<file path="src/rtl/module_b_responder.sv">
// rtl/module_b_responder.sv - responder end of the A<->B link
// Buffers requests in a FIFO and answers each with the running modular sum.
module module_b_responder #(
  parameter int DATA_TO_B_BITWIDTH   = 8,
  parameter int DATA_FROM_B_BITWIDTH = 8,
  parameter int B_EXTRA_OUT_BITWIDTH = 8,
  parameter int FIFO_DEPTH           = 4
) (
  input  logic                            clk,
  input  logic                            rst,
  input  logic [DATA_TO_B_BITWIDTH-1:0]   data_to_B,
  input  logic                            data_to_B_valid,
  output logic                            data_to_B_ready,
  output logic [DATA_FROM_B_BITWIDTH-1:0] data_from_B,
  output logic                            data_from_B_valid,
  input  logic                            data_from_B_ready,
  input  logic                            b_extra_in,
  output logic [B_EXTRA_OUT_BITWIDTH-1:0] b_extra_out
);

  localparam int PTR_W = $clog2(FIFO_DEPTH);
  localparam int CNT_W = PTR_W + 1;

  typedef enum logic [1:0] {IDLE, LOAD, RESP} state_t;

  state_t state, state_next;

  logic [DATA_TO_B_BITWIDTH-1:0]   mem [FIFO_DEPTH];
  logic [PTR_W-1:0]                wr_ptr, rd_ptr;
  logic [CNT_W-1:0]                count;
  logic [DATA_FROM_B_BITWIDTH-1:0] acc;
  logic [DATA_FROM_B_BITWIDTH-1:0] head_ext;
  logic [DATA_FROM_B_BITWIDTH-1:0] sum;
  logic [DATA_TO_B_BITWIDTH-1:0]   head;
  logic                            full, empty, push, pop, load, done;

  assign full            = (count == CNT_W'(FIFO_DEPTH));
  assign empty           = (count == '0);
  assign data_to_B_ready = !full;
  assign push            = data_to_B_valid && !full;
  assign head            = mem[rd_ptr];

  generate
    if (DATA_TO_B_BITWIDTH >= DATA_FROM_B_BITWIDTH) begin : g_trunc
      assign head_ext = head[DATA_FROM_B_BITWIDTH-1:0];
    end else begin : g_zext
      assign head_ext = {{(DATA_FROM_B_BITWIDTH-DATA_TO_B_BITWIDTH){1'b0}}, head};
    end
  endgenerate

  // A clear coinciding with LOAD makes the response equal the head alone.
  assign sum = (b_extra_in ? '0 : acc) + head_ext;

  always_ff @(posedge clk or posedge rst) begin
    if (rst) state <= IDLE;
    else     state <= state_next;
  end

  always_comb begin
    state_next = state;
    case (state)
      IDLE:    if (!empty) state_next = LOAD;
      LOAD:    state_next = RESP;
      RESP:    if (data_from_B_ready) state_next = empty ? IDLE : LOAD;
      default: state_next = IDLE;
    endcase
  end

  always_comb begin
    pop  = 1'b0;
    load = 1'b0;
    done = 1'b0;
    case (state)
      LOAD: begin
        pop  = 1'b1;
        load = 1'b1;
      end
      RESP:    done = data_from_B_ready;
      default: ;
    endcase
  end

  always_ff @(posedge clk) begin
    if (push) mem[wr_ptr] <= data_to_B;
  end

  always_ff @(posedge clk or posedge rst) begin
    if (rst) begin
      wr_ptr <= '0;
      rd_ptr <= '0;
      count  <= '0;
    end else begin
      if (push) wr_ptr <= wr_ptr + PTR_W'(1);
      if (pop)  rd_ptr <= rd_ptr + PTR_W'(1);
      case ({push, pop})
        2'b10:   count <= count + CNT_W'(1);
        2'b01:   count <= count - CNT_W'(1);
        default: count <= count;
      endcase
    end
  end

  always_ff @(posedge clk or posedge rst) begin
    if (rst) begin
      acc               <= '0;
      data_from_B       <= '0;
      data_from_B_valid <= 1'b0;
      b_extra_out       <= '0;
    end else begin
      if (load)            acc <= sum;
      else if (b_extra_in) acc <= '0;
      if (load) begin
        data_from_B       <= sum;
        data_from_B_valid <= 1'b1;
      end else if (done) begin
        data_from_B_valid <= 1'b0;
      end
      if (done) b_extra_out <= b_extra_out + B_EXTRA_OUT_BITWIDTH'(1);
    end
  end

endmodule

</file>
<file path="config.mk">
export PLATFORM = sky130hd
export DESIGN_NAME = module_b_responder
export DESIGN_NICKNAME = d
export VERILOG_FILES = /design/src/rtl/module_b_responder.sv
export SDC_FILE = /design/constraint.sdc
export NUM_CORES = 1
export LEC_CHECK = 0
export CORE_MARGIN = 8
export CORE_UTILIZATION = 51
export DETAILED_ROUTE_END_ITERATION = 8
export DONT_BUFFER_PORTS = 1
export PLACE_DENSITY = 0.66
export SYNTH_ARGS = -nofsm -noshare
export SYNTH_HDL_FRONTEND = slang
export SYNTH_SLANG_ARGS = --single-unit
</file>
<file path="constraint.sdc">
create_clock -name clk -period 3.9 [get_ports clk]
set_input_delay 0.585 -clock clk [delete_from_list [all_inputs] [get_ports clk]]
set_output_delay 0.585 -clock clk [all_outputs]
set_load 0.01 [all_outputs]
</file>
==> flow_metrics.py <==
metrics = {
    "grt": {
        "antenna_found_initial": 0,
        "grt_util_all_layers_pct": 12.7,
        "grt_overflow": 0,
        "grt_pass1_wl_microns": 8360,
        "grt_max_degree": 26,
        "grt_pass1_vias": 1693,
    },
    "logic_synthesis": {
        "synth_top_area_share_pct": 32.1,
        "synth-async-reset-ratio_pct": 51.5,
        "syn_inst": 224,
        "synthesis.nets": 252,
        "ys.flop_type": "dfrtp_1",
        "synth_common_cells": "nand2_1 (35), dfrtp_1 (34), edfxtp_1 (32)",
        "synthesis.area_sq_um": 3000,
        "yosys_warnings": 0,
        "yosysSeqAreaShare_pct": 60.5,
        "synth_area_leaders": "edfxtp_1 (32%), dfrtp_1 (28%), mux4_1 (6.1%)",
        "ys_seq_elements": 66,
        "ys_types": 37,
        "avgSynthCellArea_sq_um": 13.4,
        "synth_edf_count": 32,
        "netlist.top_cell.by_area": "edfxtp_1",
        "synth_most_common_cell": "nand2_1",
    },
    "die": {
        "start_util_pct": 51.5,
        "rows": 28,
        "die_h_microns": 92.7,
        "die_area_sq_um": 8580,
        "design.core.area_sq_um": 5820,
        "pin_count": 31,
        "die_w_microns": 92.7,
    },
    "route": {
        "wirelength_microns": 4930,
        "drcViolationCount": 0,
        "wl_per_cell_microns": 15.8,
        "ant_nets": 0,
        "drtIter0Drc": 50,
        "viasPerCell": 5.27,
        "drt-pass1-iter-count": 4,
        "via_count": 1644,
    },
    "worst_setup_path": {
        "critPathKind": "reg -> reg",
        "crit_path_max_incr_delay_ps": 640,
        "crit_path_cell_trace": "mux4_1 -> ha_1 -> inv_1 -> fa_1 -> nor2b_1 -> o21a_1 -> o2111a_1 -> a211oi_1 -> nand2_1",
        "rr_startpoint": "rd_ptr[0]",
        "rrSetupSlack_ps": 1100,
        "crit_arrival_ps": 3010,
        "crit_required_ps": 4120,
        "crit_path_max_fanout": 10,
        "crit_slowest_cell": "mux4_1",
        "end_kind": "flop",
        "r2r-end": "data_from_B[6]",
        "critPathBufInv": 1,
        "critPathLaunchType": "flop",
        "r2r_cells": 9,
        "crit_family": "compound AO/OA/AOI/OAI gates",
    },
    "sta": {
        "setup_viol": 0,
        "rsz0062_at_grt": "no",
        "drv_slew": 0,
        "clock.fmax_ghz": 0.357,
        "fin_tns_setup_ps": 0,
        "finalCriticalPeriod_ps": 2800,
        "setup_ws_ps": 1100,
        "finalHoldViolations": 0,
        "slew_headroom_pct": 56.7,
        "period_share_pct": 71.7,
        "finalClockSkew_ps": 7.87,
        "worst_slew_pin_slew_ps": 648,
    },
    "clock_network": {
        "clk_pin_slew_ps": 70,
        "htree_levels": 3,
        "clk_path_buf_depth": 2,
        "tritoncts": "done",
        "post_cts_resized": 0,
        "cts-hold-fix-buffers": 0,
        "cts-root-buf": "clkbuf_8",
        "post_cts_buffers": 0,
        "cts_buffers": 9,
        "cts.sinks": 66,
        "clock_latency_ps": 340,
    },
    "power": {
        "p_per_area_nw_per_um2": 814,
        "p_total_uw": 2720,
        "leakagePower_uw": 0.00142,
        "ir_drop_mv": 0.358,
    },
    "finish": {
        "nNetsFinal": 260,
        "layoutNonFillerInstCount": 312,
        "final_util_pct": 57.4,
        "antennaDiodeCount": 0,
        "syn2layout_area_growth_pct": 11.3,
        "drive_above_1_share_pct": 9.70,
    },
    "place": {
        "hpwlAfterDp_microns": 3500,
        "gp_congestion": 0.749,
        "dp_cells": 296,
        "port_buffers": 0,
        "pre_cts_ws_ps": 1080,
    },
    "worst_hold_path": {
        "hold_class": "in -> async",
    },
    "flow_run": {
        "drv_cap": 0,
    },
    "outcome": {
        "status": "complete, no violations",
    },
}
## routing by layer
| metal | global-route usage (%) | vias to the layer above | part of all wire (%) | wire length, microns |
|---|---|---|---|---|
| met5 | 0 | - | 0 | 0 |
| met1 | 16.1 | 779 | 46 | 2290 |
| li1 | - | 812 | - | - |
| met4 | 6.44 | 0 | 1.5 | 75 |
| met2 | 18.4 | 46 | 44 | 2160 |
| met3 | 5.18 | 7 | 8.2 | 403 |
## area by class of cell
cell class	count	area (sq um)
Clock buffer	9	124
Inverter	13	48.8
Tap cell	75	93.8
Sequential cell	66	1810
Timing Repair Buffer	2	15.0
Multi-Input combinational cell	140	1100
Fill cell	498	2480
Clock inverter	7	141
## worst max-delay path by stage
stage / startpoint / endpoint / cells after the start
2_1_floorplan: rd_ptr[0] / acc[6] / 10
3_3_place_gp: rd_ptr[0] / data_from_B[6] / 9
5_1_grt: rd_ptr[0] / acc[6] / 9
6_report: rd_ptr[0] / data_from_B[6] / 9
3_5_place_dp: rd_ptr[0] / data_from_B[6] / 9
4_1_cts: rd_ptr[0] / data_from_B[6] / 9
## flip-flops by register name, indices dropped and copies added, names as in the netlist
register	count
mem	32
data_from_B_valid	1
rd_ptr	2
wr_ptr	2
state	2
acc	8
data_from_B	8
b_extra_out	8
count	3
## per-stage QoR
step / instance area [sq um] / hold slack (ps)
CTS: 3340 / 241
floorplan: 3000 / 454
detailed placement: 3070 / 499
global placement: 3070 / 478
global route: 3340 / 278
finish: 3340 / 214
## cells by family (layout without fill, tap and decap cells)
group	after synthesis	after routing	synth area share, %
and+or+nand+nor	77	77	13.1
DFF	66	66	60.5
AOI/OAI and AO/OA	20	20	3.92
buffers and inverters	18	31	2.80
xor gates and xnor gates	17	17	4.97
adders and majority gates	15	15	6.76
muxes	11	11	7.97
## worst register-to-register path, stage by stage, from the launching register on
cell,delay (ps)
dfrtp_1,630
mux4_1,650
ha_1,240
inv_1,70
fa_1,180
nor2b_1,60
o21a_1,190
o2111a_1,250
a211oi_1,340
nand2_1,80
## report_power, final
| part | switching (uW) | internal [uW] |
|---|---|---|
| registers | 181 | 956 |
| clock network | 267 | 489 |
| logic | 438 | 384 |
## cells in the final DEF, fill, tap and decap left out, types with 2 or more instances in the layout
master,count
nand2_1,35
dfrtp_1,34
edfxtp_1,32
xnor2_1,13
ha_1,13
inv_1,12
nor2b_1,10
o21ai_0,9
clkbuf_8,9
mux4_1,7
and3_1,6
nand3_1,5
a21oi_1,5
nand2b_1,4
nor2_1,4
xor2_1,4
bufinv_16,4
nor3_1,3
nand4_1,2
nand3b_1,2
mux2_2,2
a211oi_1,2
fa_1,2
buf_4,2
(Power assumes the default switching activity.)
